File: src/rtl/jtframe_db15_pkg.sv
// Shared definitions for the DB15 joystick serial transmitter.
//   DefJoyW      - default bits per joystick word
//   DefChainLen  - default serial chain length (two joysticks)
//   db15_state_e - transmitter state encoding
package jtframe_db15_pkg;

    localparam int unsigned DefJoyW     = 16;
    localparam int unsigned DefChainLen = 2 * DefJoyW;

    typedef enum logic [1:0] {
        StIdle,
        StLoad,
        StShift,
        StDone
    } db15_state_e;

endpackage

File: src/rtl/jtframe_db15_sync.sv
// Multi-stage synchronizer with rising-edge detector for one asynchronous wire.
//   clk_i  - system clock
//   rst_i  - asynchronous active-high reset; all stages reset to 1 (idle wire level)
//   din_i  - asynchronous input
//   s_o    - synchronized level
//   rise_o - one-cycle pulse on a 0->1 transition of s_o
module jtframe_db15_sync #(
    parameter int unsigned SYNC = 2
) (
    input  logic clk_i,
    input  logic rst_i,
    input  logic din_i,
    output logic s_o,
    output logic rise_o
);

    logic [SYNC-1:0] stage_q, stage_d;
    logic            prev_q, prev_d;

    always_comb begin
        stage_d = {stage_q[SYNC-2:0], din_i};
        prev_d  = stage_q[SYNC-1];
    end

    always_ff @(posedge clk_i or posedge rst_i) begin
        if (rst_i) begin
            stage_q <= '1;
            prev_q  <= 1'b1;
        end else begin
            stage_q <= stage_d;
            prev_q  <= prev_d;
        end
    end

    assign s_o    = stage_q[SYNC-1];
    assign rise_o = stage_q[SYNC-1] & ~prev_q;

endmodule

File: src/rtl/jtframe_db15_tx.sv
// DB15 joystick serial transmitter. Presents both joysticks as an active-low
// serial chain, joystick1[0] first, clocked by an external reader.
//   clk_sys    - system clock
//   rst        - asynchronous active-high reset
//   joystick1  - player 1 buttons, active-high
//   joystick2  - player 2 buttons, active-high
//   JOY_CLK    - reader shift clock (asynchronous)
//   JOY_LOAD   - reader parallel-load strobe, active-low (asynchronous)
//   JOY_DATA   - registered serial data, active-low on the wire
//   frame_done - one-cycle pulse after the last chain bit is shifted out
//   overrun    - sticky; set by shift clocks after the chain is exhausted
module jtframe_db15_tx
    import jtframe_db15_pkg::*;
#(
    parameter int unsigned JOYW = DefJoyW,
    parameter int unsigned SYNC = 2
) (
    input  logic            clk_sys,
    input  logic            rst,
    input  logic [JOYW-1:0] joystick1,
    input  logic [JOYW-1:0] joystick2,
    input  logic            JOY_CLK,
    input  logic            JOY_LOAD,
    output logic            JOY_DATA,
    output logic            frame_done,
    output logic            overrun
);

    localparam int unsigned ChainLen = 2 * JOYW;
    localparam int unsigned CntW     = $clog2(ChainLen) + 1;

    logic ld_s, ld_rise;
    logic ck_s, ck_rise;

    jtframe_db15_sync #(.SYNC(SYNC)) u_sync_ld (
        .clk_i  (clk_sys),
        .rst_i  (rst),
        .din_i  (JOY_LOAD),
        .s_o    (ld_s),
        .rise_o (ld_rise)
    );

    jtframe_db15_sync #(.SYNC(SYNC)) u_sync_ck (
        .clk_i  (clk_sys),
        .rst_i  (rst),
        .din_i  (JOY_CLK),
        .s_o    (ck_s),
        .rise_o (ck_rise)
    );

    // Only the load level and the clock edge drive the FSM.
    logic unused_sync;
    assign unused_sync = ^{ck_s, ld_rise};

    db15_state_e         state_q, state_d;
    logic [ChainLen-1:0] shreg_q, shreg_d;
    logic [CntW-1:0]     cnt_q, cnt_d;
    logic                data_q, data_d;
    logic                done_q, done_d;
    logic                overrun_q, overrun_d;

    always_comb begin
        state_d   = state_q;
        shreg_d   = shreg_q;
        cnt_d     = cnt_q;
        data_d    = data_q;
        done_d    = 1'b0;
        overrun_d = overrun_q;
        // Load has priority over everything, including a coincident clock edge.
        if (!ld_s) begin
            state_d   = StLoad;
            shreg_d   = ~{joystick2, joystick1};
            cnt_d     = '0;
            data_d    = ~joystick1[0];
            overrun_d = 1'b0;
        end else begin
            unique case (state_q)
                StIdle: data_d = 1'b1;
                StLoad: begin
                    state_d = StShift;
                    cnt_d   = '0;
                    data_d  = shreg_q[0];
                end
                StShift: begin
                    if (ck_rise) begin
                        shreg_d = {1'b1, shreg_q[ChainLen-1:1]};
                        if (cnt_q < CntW'(ChainLen)) begin
                            cnt_d = cnt_q + CntW'(1);
                        end
                        if (cnt_q == CntW'(ChainLen - 1)) begin
                            state_d = StDone;
                            done_d  = 1'b1;
                            data_d  = 1'b1;
                        end else begin
                            // New bit appears in the same cycle as the shift.
                            data_d = shreg_q[1];
                        end
                    end
                end
                StDone: begin
                    data_d = 1'b1;
                    if (ck_rise) begin
                        overrun_d = 1'b1;
                    end
                end
                default: state_d = StIdle;
            endcase
        end
    end

    always_ff @(posedge clk_sys or posedge rst) begin
        if (rst) begin
            state_q   <= StIdle;
            shreg_q   <= '1;
            cnt_q     <= '0;
            data_q    <= 1'b1;
            done_q    <= 1'b0;
            overrun_q <= 1'b0;
        end else begin
            state_q   <= state_d;
            shreg_q   <= shreg_d;
            cnt_q     <= cnt_d;
            data_q    <= data_d;
            done_q    <= done_d;
            overrun_q <= overrun_d;
        end
    end

    assign JOY_DATA   = data_q;
    assign frame_done = done_q;
    assign overrun    = overrun_q;

endmodule

File: config.mk
export PLATFORM = sky130hd
export DESIGN_NAME = jtframe_db15_tx
export DESIGN_NICKNAME = d
export VERILOG_FILES = /design/src/rtl/jtframe_db15_pkg.sv /design/src/rtl/jtframe_db15_sync.sv /design/src/rtl/jtframe_db15_tx.sv
export SDC_FILE = /design/constraint.sdc
export NUM_CORES = 1
export LEC_CHECK = 0
export BUFFER_PORTS_ARGS = -buffer_cell sky130_fd_sc_hd__buf_2
export CORE_UTILIZATION = 55
export CTS_CLUSTER_SIZE = 20
export DETAILED_ROUTE_END_ITERATION = 6
export PLACE_DENSITY = 0.78
export SLEW_MARGIN = 0
export SYNTH_ARGS = -nofsm -noshare
export SYNTH_HDL_FRONTEND = slang
export SYNTH_SLANG_ARGS = --single-unit
File: constraint.sdc
create_clock -name clk_sys -period 4.85 [get_ports clk_sys]
set_input_delay 0.7275 -clock clk_sys [delete_from_list [all_inputs] [get_ports clk_sys]]
set_output_delay 0.7275 -clock clk_sys [all_outputs]
set_load 0.1 [all_outputs]
Word level (Yosys, flattened, before mapping)
Index checks and enable logic that the tools add are counted.

word-level totals
  flip-flop bits (word level) = 48
  input port bits = 36
  logic and storage cells = 54

cells by class
  add/subtract/negate cells = 1
  magnitude comparators = 1
  equality and inequality tests = 11
  mux-type cells = 22
  bitwise logic cells = 4
  reduce and logical (&&, ||, !) cells = 6

operator list
  cell                   number
  $mux W32               3
  $not A32 Y32           1
  $mux W6                3
  $ne A3 B3 Y1 const B   4
  $pmux W6 S2            1
  $mux W1                10
  $add A6 B1 Y6 const B  1
  $eq A6 B5 Y1 const B   1
  $lt A6 B6 Y1 const B   1
  $mux W2                3
  $ne A2 B2 Y1 const B   3
  $reduce_and A3 Y1      2
  $eq A2 B2 Y1 const B   2
  $pmux W2 S2            1
  $reduce_and A2 Y1      2
  $pmux W1 S3            1
  $eq A2 B1 Y1 const B   1
  $logic_not A2 Y1       1
  $not A1 Y1             2
  $reduce_or A2 Y1       1
  $and A1 B1 Y1          1

Longest topological paths before layout
Gate-level depths: netlist (run 1).

  word-level depth = 5
  depth in mapped cells = 6
  depth with buffers taken out = 5

By module
Synthesis (run 1) repeated with hierarchy kept, for this count alone.

second synthesis, totals
  cell total of the unflattened synthesis = 182
  area total of the unflattened synthesis = 2371.0 sq um

by module, submodules not included
  module             times used  cells each  area each (sq um)
  jtframe_db15_tx    1           172         2178.3
  jtframe_db15_sync  2           5           96.3

Least setup slack after synthesis (run 1)
No wires, ideal clock.

  path type = register -> register
  start = reg u_sync_ck.stage_q[1]
  end = reg shreg_q[25]
  arrival = 1.655 ns
  data required time = 4.768 ns
  path slack = 3.113 ns
  cell stages (with the launch flop) = 5
  buffers on the path = 1
  cells stage by stage = dfstp_2 > or2b_1 > o21ai_1 > buf_2 > mux2_2

on the way
  cells in the longest elaborated chain, start to end = 3

ends and longest elaborated chain
  what                                line                     RTL
  start: declaration                  jtframe_db15_sync.sv:17  logic [SYNC-1:0] stage_q, stage_d;
  start signal: assignment            jtframe_db15_sync.sv:30  stage_q <= stage_d;
  $and A1 B1 Y1                       jtframe_db15_sync.sv:36  assign rise_o = stage_q[SYNC-1] & ~prev_q;
  $ne A2 B2 Y1 (no source line)       n/a
  $reduce_and A2 Y1 (no source line)  n/a
  end signal: assignment              jtframe_db15_tx.sv:121   shreg_q <= shreg_d;
  end: declaration                    jtframe_db15_tx.sv:56    logic [ChainLen-1:0] shreg_q, shreg_d;

Every way passes these cells.
A chain may end at the register's enable or synchronous reset.

Worst setup path in the final report (run 1)
  start = reg u_sync_ld.stage_q[1]
  end = reg cnt_q[0]

on the way
  cells in the longest elaborated chain, start to end = 2

ends and longest elaborated chain
  what                                line                     RTL
  start: declaration                  jtframe_db15_sync.sv:17
  start signal: assignment            jtframe_db15_sync.sv:30
  $ne A3 B3 Y1 (no source line)       n/a
  $reduce_and A3 Y1 (no source line)  n/a
  end signal: assignment              jtframe_db15_tx.sv:122   cnt_q <= cnt_d;
  end: declaration                    jtframe_db15_tx.sv:57    logic [CntW-1:0] cnt_q, cnt_d;

Parallel ways exist; a longest one is shown, timed or not.

==> results.cfg, run 1 <==
[cells_and_area]
antenna_cells = 0
instances_no_fill = 293
nets = 282
syn_to_final_growth_pct = 12.7
drive_gt1_frac = 0.465

[timing]
period_needed_ns = 2.43
finalMaxSlewViolations = 0
relSlewSlack = 0.296
fin_skew_ns = 0.00754
tightest_slew_ns = 1.05
finalSetupTns_ns = 0
fmax_ghz = 0.411
hold_viol = 0
setup_viol = 0
rsz0062_at_grt = false
finalCritPeriodShare = 0.502

[die]
dieHeight_um = 67.1
start_util = 0.579
io_pins = 39
placementRows = 23
core_mm2 = 0.00403
dieArea_mm2 = 0.00451
fp.dieW_um = 67.1

[drt]
vias = 1640
vias_per_cell = 5.60
wl_per_cell_um = 13.6
first_pass_iters = 4
antenna_left = 0
drc = 0
drt_iter0_drc = 122
postRouteWirelength_um = 3970

[synthesis]
synthCells = 210
ys_async_sr_fraction = 1.00
ys.warnings.count = 0
synth_area_mm2 = 0.00233
synth-edff-count = 0
synth-seq-cells = 48
synth.distinct_cells = 36
synth_nets = 250
ys_seq_area_frac = 0.535
syn_avg_cell_area_um2 = 11.1
ys.flop_type = dfstp_2

[worst_setup_path]
r2r_end = cnt_q[0]
r2r_start = u_sync_ld.stage_q[1]
cp.arrival_ns = 2.64
reg2reg_depth = 3
reg2reg_setup_slack_ns = 2.42
end_kind = flop
cp_max_fo = 56
worst-setup-path-type = flop to flop
worstSetupStartpointType = flop
cp.required_ns = 5.06

[global_routing]
grt_pass1_vias = 1486
grt_max_degree = 57
overflow = 0
busiest_layer = met2
grt_use_met2 = 0.305
grt_pass1_wl_um = 6360
grt_use_total = 0.186
use_met1 = 0.235
gr-usage-met3 = 0.0473
antenna_found_initial = 0

[clocking]
numCtsBuffers = 5
clk_pin_slew_ns = 0.09
postCtsSetupRepairBufs = 0
insertion_delay_ns = 0.29
htreeDepth = 2
clk_path_buf_depth = 2
clkSinkCount = 48
cts_resized = 0
ctsHoldBuffers = 0
cts_tree = done
clockRootBuffer = clkbuf_8

[pwr]
power_density_mw_per_mm2 = 418
peakVddDrop_mv = 0.220
p_leak_nw = 1.15
power_mw = 1.10

[place]
dp_hpwl_um = 2600
placedCellCount = 285
port_buffers = 38
gp_congestion = 0.832

[worst_hold_path]
min_to = u_sync_ck.stage_q[1]
worstHoldStart = u_sync_ck.stage_q[0]
hold_depth = 0
holdCritPathClass = flop to flop

[status]
status = finished, final reports clean

[job]
max_cap_violations = 0
-- state kept, by name, summed over array words and instances (netlist names) --
register and cells:
shreg_q 32, cnt_q 6, state_q 2, u_sync_ck.stage_q 2, u_sync_ld.stage_q 2, JOY_DATA 1
frame_done 1, overrun 1, u_sync_ck.prev_q 1
-- metrics by stage --
step	cell area, um^2	setup WS (ns)	hold slack, ns	util
after floorplan	2330	3.04	0.345	-
after global routing	2630	2.23	0.365	0.652
after detailed placement	2540	2.42	0.347	0.630
after CTS	2630	2.40	0.359	0.652
final	2630	2.42	0.357	0.652
after global placement	2540	2.47	0.345	0.630
-- kinds of logic (layout without fill, tap and decap cells) --
logic type               Yosys count  after routing  synth area share
AO/OA/AOI/OAI                     48             48             0.125
adder cells (fa/ha/maj)            4              4            0.0214
buffers and inverters             25             58            0.0456
flip-flops                        48             48             0.535
multiplexers                      36             36             0.168
AND/OR/NAND/NOR                   49             49             0.104
-- where the power goes --
part	switching [mW]	internal (mW)
Clock	0.125	0.114
Combinational	0.172	0.123
Sequential	0.0452	0.519
Total	0.342	0.756
-- synthesized netlist by cell type, types with 2 or more instances --
master      n  area share
dfstp_2    38        0.43
mux2_2     26        0.13
nand2_1    25       0.040
o21ai_0    24       0.051
inv_1      12       0.019
dfrtp_1    10        0.11
mux2i_1    10       0.043
clkbuf_1    8       0.013
nand2b_1    7       0.019
a21oi_1     5       0.011
a31oi_1     4       0.011
buf_2       4      0.0086
ha_1        4       0.021
nor2b_1     3      0.0080
o211ai_1    3      0.0097
or4_1       3      0.0097
a2111oi_0   2      0.0075
nand3_1     2      0.0043
nor2_1      2      0.0032
o21a_1      2      0.0064
-- layer usage --
metal | share of wire | up-vias
met4 | 0.0098 | 0
met2 | 0.46 | 41
met1 | 0.48 | 790
met3 | 0.051 | 7
met5 | 0 | -
li1 | - | 802
-- layout make-up --
cell class / instances / area, um^2
Fill cell: 323 / 1400
Sequential cell: 48 / 1250
Multi-Input combinational cell: 137 / 990
Timing Repair Buffer: 38 / 190
Clock buffer: 6 / 82.6
Tap cell: 50 / 62.6
Inverter: 12 / 45.0
Clock inverter: 2 / 10.0
-- how the worst max path moves through the flow --
stage,startpoint,endpoint,slack [ns]
after floorplan,rst,cnt_q[0],3.04
after global placement,u_sync_ld.stage_q[1],cnt_q[0],2.47
after detailed placement,u_sync_ld.stage_q[1],cnt_q[0],2.42
after CTS,u_sync_ld.stage_q[1],cnt_q[0],2.40
after global routing,u_sync_ld.stage_q[1],cnt_q[0],2.23
final,u_sync_ld.stage_q[1],cnt_q[0],2.42
-- worst max-delay path: stages (launching register included) --
cell and delay (ns):
dfstp_2 1.07, inv_1 0.56, or4_1 0.61, o21ai_0 0.10
-- cell usage in the layout, fill, tap and decap left out --
master / instances
nor4_1: 1
ha_1: 4
o21a_1: 2
inv_2: 1
nor3_1: 1
o21ai_0: 24
o32ai_1: 1
o21ai_4: 1
mux2i_1: 10
or4_1: 3
buf_2: 38
o31ai_1: 1
o311ai_0: 1
o211a_1: 1
a2bb2oi_1: 1
or2_2: 1
or2b_1: 1
inv_1: 11
dfstp_2: 38
o211ai_1: 3
clkbuf_8: 6
o311a_1: 1
nand3_1: 2
dfrtp_1: 10
a21oi_1: 5
nor2_1: 2
a31oi_1: 4
or3_1: 1
nor2b_1: 3
mux2_2: 26
a41oi_1: 1
or3b_1: 1
nand2_1: 25
a2111oi_0: 2
clkinv_2: 2
nand2b_1: 7
nand4_1: 1
Note: power is estimated with default switching activity, not from simulation.
==> run 2, diff against run 1 <==
==> constraint.sdc (replaced) <==
create_clock -name clk_sys -period 2.4 [get_ports clk_sys]
set_input_delay 0.36 -clock clk_sys [delete_from_list [all_inputs] [get_ports clk_sys]]
set_output_delay 0.36 -clock clk_sys [all_outputs]
set_load 0.1 [all_outputs]
==> run 2 against run 1 <==
Against the previous run: final cell count increased by 2.0%; total power increased by 110%; non-clock buffer count increased by 6; flip-flop and latch count unchanged; largest cell class unchanged; sequential power increased by 100%; count of clock-buffer cells in the layout increased by 2; first-iteration DRC count decreased by 55%; hold slack got worse by 0.25 ns.
==> results.cfg, run 2 (synthesis results as in run 1) <==
[status]
status = finished, final reports clean

[global_routing]
grt_pass1_vias = 1533
grt_use_met2 = 0.303
busiest_layer = met2
gr-usage-met3 = 0.0507
grt_use_total = 0.199
overflow = 0
use_met1 = 0.265
grt_max_degree = 33
antenna_found_initial = 0
grt_pass1_wl_um = 6640

[timing]
rsz0062_at_grt = false
relSlewSlack = 0.619
finalCritPeriodShare = 0.785
finalMaxSlewViolations = 0
hold_viol = 0
finalSetupTns_ns = 0
tightest_slew_ns = 0.571
fin_skew_ns = 0.0119
setup_viol = 0
fmax_ghz = 0.531
period_needed_ns = 1.88

[cells_and_area]
syn_to_final_growth_pct = 15.5
top_register = shreg_q
final_area_mm2 = 0.00270
reg.largest.list = shreg_q x32, cnt_q x6
drive_gt1_frac = 0.470
largest_reg_flops = 32
antenna_cells = 0
nets = 288
instances_no_fill = 299
postLayoutCoreUtil = 0.669
layout_common_cells = 38 x dfstp_2, 38 x buf_2, 26 x mux2_2, 25 x nand2_1, 24 x o21ai_0

[clocking]
clk_path_buf_depth = 2
clkSinkCount = 48
cts_tree = done
insertion_delay_ns = 0.30
clockRootBuffer = clkbuf_8
clk_pin_slew_ns = 0.09
ctsHoldBuffers = 0
postCtsSetupRepairBufs = 0
htreeDepth = 2
numCtsBuffers = 5
cts_resized = 0

[place]
placed_area_mm2 = 0.00259
placedCellCount = 291
port_buffers = 38
gp_congestion = 0.794
dp_hpwl_um = 2800

[die]
dieHeight_um = 67.1
placementRows = 23
start_util = 0.579
io_pins = 39
fp.dieW_um = 67.1
core_mm2 = 0.00403
dieArea_mm2 = 0.00451

[drt]
vias_per_cell = 5.44
wl_per_cell_um = 13.5
antenna_left = 0
drc = 0
first_pass_iters = 5
postRouteWirelength_um = 4040
vias = 1626
drt_iter0_drc = 55

[worst_setup_path]
end_kind = flop
reg2reg_depth = 3
cp.required_ns = 2.61
cp_max_fo = 11
worstSetupStartpointType = flop
cp.arrival_ns = 2.10
worst-setup-path-type = flop to flop

[pwr]
power_frac_clock = 0.232
power_density_mw_per_mm2 = 842
peakVddDrop_mv = 0.545
seqPwrFrac = 0.499
intPower_mw = 1.58
sw_frac_of_total = 0.304
power.switching_uw = 690
comb_power_share = 0.269
p_leak_nw = 1.19

[job]
max_cap_violations = 0

[worst_hold_path]
holdCritPathClass = input pin to asynchronous set/reset pin
[run 2: changes by cell type in the layout (fill, tap and decap cells not counted)]
cell	before	now
buf_12	0	1
buf_4	0	5
clkbuf_1	0	2
clkbuf_16	0	1
clkbuf_8	6	5
clkinv_2	2	0
[run 2: worst max-delay path, stage by stage (launching register included)]
cell and delay (ns):
dfstp_2 0.56, or3b_1 0.49, or4_1 0.55, a31oi_1 0.19
[run 2: metrics by stage]
step,total power [mW],hold WS [ns],setup slack [ns]
finish,2.27,0.107,0.516
floorplan,1.60,0.345,0.663
detailed placement,1.75,0.347,0.529
global placement,1.74,0.347,0.600
CTS,2.29,0.125,0.524
global route,2.40,0.133,0.413
[run 2: cell type report]
| type | count | area, um^2 |
|---|---|---|
| Clock buffer | 8 | 101 |
| Sequential cell | 48 | 1250 |
| Multi-Input combinational cell | 137 | 990 |
| Inverter | 12 | 45.0 |
| Timing Repair Buffer | 44 | 248 |
| Fill cell | 303 | 1330 |
| Tap cell | 50 | 62.6 |
[run 2: worst paths after layout]
path                                      start                    to  slack [ns]
max                        u_sync_ck.stage_q[1]              cnt_q[2]        0.52
min                                         rst              cnt_q[0]        0.11
max reg2reg                u_sync_ck.stage_q[1]              cnt_q[2]        0.52
min reg2reg                u_sync_ld.stage_q[0]  u_sync_ld.stage_q[1]        0.36
max in group asynchronous                   rst           shreg_q[20]        1.62
min in group clk_sys                   JOY_LOAD  u_sync_ld.stage_q[0]        0.15
[run 2: per-layer routing]
| layer | vias up | part of all wire |
|---|---|---|
| met5 | - | 0 |
| met4 | 0 | 0.017 |
| met3 | 5 | 0.045 |
| met2 | 41 | 0.46 |
| met1 | 765 | 0.47 |
| li1 | 815 | - |
[run 2: power groups by stage]
stage | Sequential [mW] | Combinational, mW | Clock, mW
final | 1.13 | 0.610 | 0.526
after global routing | 1.15 | 0.675 | 0.568
after CTS | 1.13 | 0.612 | 0.547
after floorplan | 1.20 | 0.404 | 0
after global placement | 1.14 | 0.603 | 0
after detailed placement | 1.14 | 0.611 | 0
==> run 3, diff against run 2 <==
--- a/config.mk
+++ b/config.mk
@@ -6,10 +6,10 @@
 export NUM_CORES = 1
 export LEC_CHECK = 0
 export BUFFER_PORTS_ARGS = -buffer_cell sky130_fd_sc_hd__buf_2
-export CORE_UTILIZATION = 55
+export CORE_UTILIZATION = 50
 export CTS_CLUSTER_SIZE = 20
 export DETAILED_ROUTE_END_ITERATION = 6
-export PLACE_DENSITY = 0.78
+export PLACE_DENSITY = 0.75
 export SLEW_MARGIN = 0
 export SYNTH_ARGS = -nofsm -noshare
 export SYNTH_HDL_FRONTEND = slang
==> constraint.sdc (replaced) <==
create_clock -name clk_sys -period 1.65 [get_ports clk_sys]
set_input_delay 0.2475 -clock clk_sys [delete_from_list [all_inputs] [get_ports clk_sys]]
set_output_delay 0.2475 -clock clk_sys [all_outputs]
set_load 0.1 [all_outputs]
==> run 3 against run 2 <==
Against the previous run: the run now ends with negative setup slack left; hold slack got worse by 0.061 ns; combinational power is 69% higher; flip-flop and latch count did not move; critical endpoint is now cnt_q[4]; highest routed layer is now met5.
==> results.cfg, run 3 (synthesis results as in run 1) <==
[drt]
postRouteWirelength_um = 4420
first_pass_iters = 5
drc = 0
vias = 1700
antenna_left = 0
vias_per_cell = 5.41
drt_iter0_drc = 97
wl_per_cell_um = 14.1

[die]
io_pins = 39
core_mm2 = 0.00441
placementRows = 24
dieArea_mm2 = 0.00494
start_util = 0.529
dieHeight_um = 70.3
fp.dieW_um = 70.3

[worst_setup_path]
cp_slowest_cell = dfstp_2
path_cells = or3b_4 -> buf_4 -> o311a_1 -> o21a_1
slowest_delay_ns = 0.55
cp_max_fo = 7
crit_buf_inv = 1
end_kind = flop
worstSetupStartpointType = flop
worst-setup-path-type = flop to flop
critPathTopFamily = flip-flops
cp.required_ns = 1.83
cp.arrival_ns = 1.84

[timing]
whs_ns = 0.0459
finalCritPeriodShare = 1.00
fin_skew_ns = 0.00972
setup_viol = 2
finalSetupTns_ns = -0.00794
tightest_slew_ns = 0.483
relSlewSlack = 0.680
finalMaxSlewViolations = 0
fmax_ghz = 0.604
hold_viol = 0
period_needed_ns = 1.66
rsz0062_at_grt = true
setup_slack_ns = -0.00567

[global_routing]
overflow = 0
grt_max_degree = 49
grt_use_total = 0.193
antenna_found_initial = 1
grt_pass1_wl_um = 7650
grt_pass1_vias = 1702

[pwr]
power_frac_clock = 0.216
power.switching_mw = 1.06
power_mw = 3.40
peakVddDrop_mv = 0.696
comb_power_share = 0.303
sw_frac_of_total = 0.313
intPower_mw = 2.34
power_density_mw_per_mm2 = 1200
seqPwrFrac = 0.481
p_leak_nw = 1.26

[clocking]
clockRootBuffer = clkbuf_8
cts_tree = done
insertion_delay_ns = 0.30
clkSinkCount = 48
clk_pin_slew_ns = 0.08
clk_path_buf_depth = 2
numCtsBuffers = 5
htreeDepth = 2

[cells_and_area]
nets = 301
drive_gt1_frac = 0.515
layout_common_cells = 38 x dfstp_2, 38 x buf_2, 26 x mux2_2, 25 x nand2_1, 24 x o21ai_0
antenna_cells = 0
reg.largest.list = shreg_q x32, cnt_q x6
top_register = shreg_q
largest_reg_flops = 32
syn_to_final_growth_pct = 21.2
postLayoutCoreUtil = 0.641

[place]
dp_hpwl_um = 3000
gp_congestion = 0.887
port_buffers = 38
post-place-ws_ns = -0.0771

[status]
status = complete, but fails checks
violations = negative setup slack

[worst_hold_path]
holdCritPathClass = input pin to flop

[job]
max_cap_violations = 0
## run 3: repair_timing
action                     in CTS  in global routing
setup endpoints to repair       3                 21
setup buffers                   4                  0
pin swaps                       2                  2
hold endpoints to repair       10                  0
resized for setup               1                  3
hold buffers                    1                  0
## run 3: worst reg2reg max path, delay by kind of cell (launching register included)
family | cells | cell delay (ns)
AOI/OAI and AO/OA | 2 | 0.43
buffers and inverters | 1 | 0.15
and+or+nand+nor | 1 | 0.41
DFF | 1 | 0.55
## run 3: path summary, 6_finish.rpt
path                                      startpoint                   end  slack, ns  cells past startpoint
worst min-delay path                        JOY_LOAD  u_sync_ld.stage_q[0]       0.05                      1
worst min register to register  u_sync_ld.stage_q[0]  u_sync_ld.stage_q[1]       0.36                      0
max in group asynchronous                        rst           shreg_q[28]       0.84                      4
worst max-delay path            u_sync_ck.stage_q[1]              cnt_q[4]     -0.006                      4
worst max register to register  u_sync_ck.stage_q[1]              cnt_q[4]     -0.006                      4
min in group asynchronous                        rst              cnt_q[5]       0.54                      4
## run 3: power groups by stage
stage	Sequential [mW]	Combinational, mW	Clock, mW
2_1_floorplan	1.75	0.672	0
4_1_cts	1.64	1.02	0.758
6_report	1.64	1.03	0.736
5_1_grt	1.67	1.13	0.799
3_3_place_gp	1.64	0.989	0
3_5_place_dp	1.65	1.01	0
## run 3: layout make-up
cell class                      count  area [um^2]
Clock buffer                        6         82.6
Clock inverter                      2         13.8
Fill cell                         363         1590
Inverter                           12         45.0
Multi-Input combinational cell    137         1010
Sequential cell                    48         1250
Tap cell                           52         65.1
Timing Repair Buffer               57          364
## run 3: through the flow
stage	cells	instance area (um^2)
6_report	314	2830
5_1_grt	314	2830
4_1_cts	314	2820
3_5_place_dp	301	2680
3_3_place_gp	301	2680
2_1_floorplan	210	2370
## run 3: metal layers
metal / wire, um / GRT usage / vias up
met1: 1980 / 0.260 / 815
met2: 2170 / 0.312 / 36
li1: - / - / 837
met3: 200 / 0.0476 / 10
met4: 57 / 0.0511 / 2
met5: 10 / 0 / -
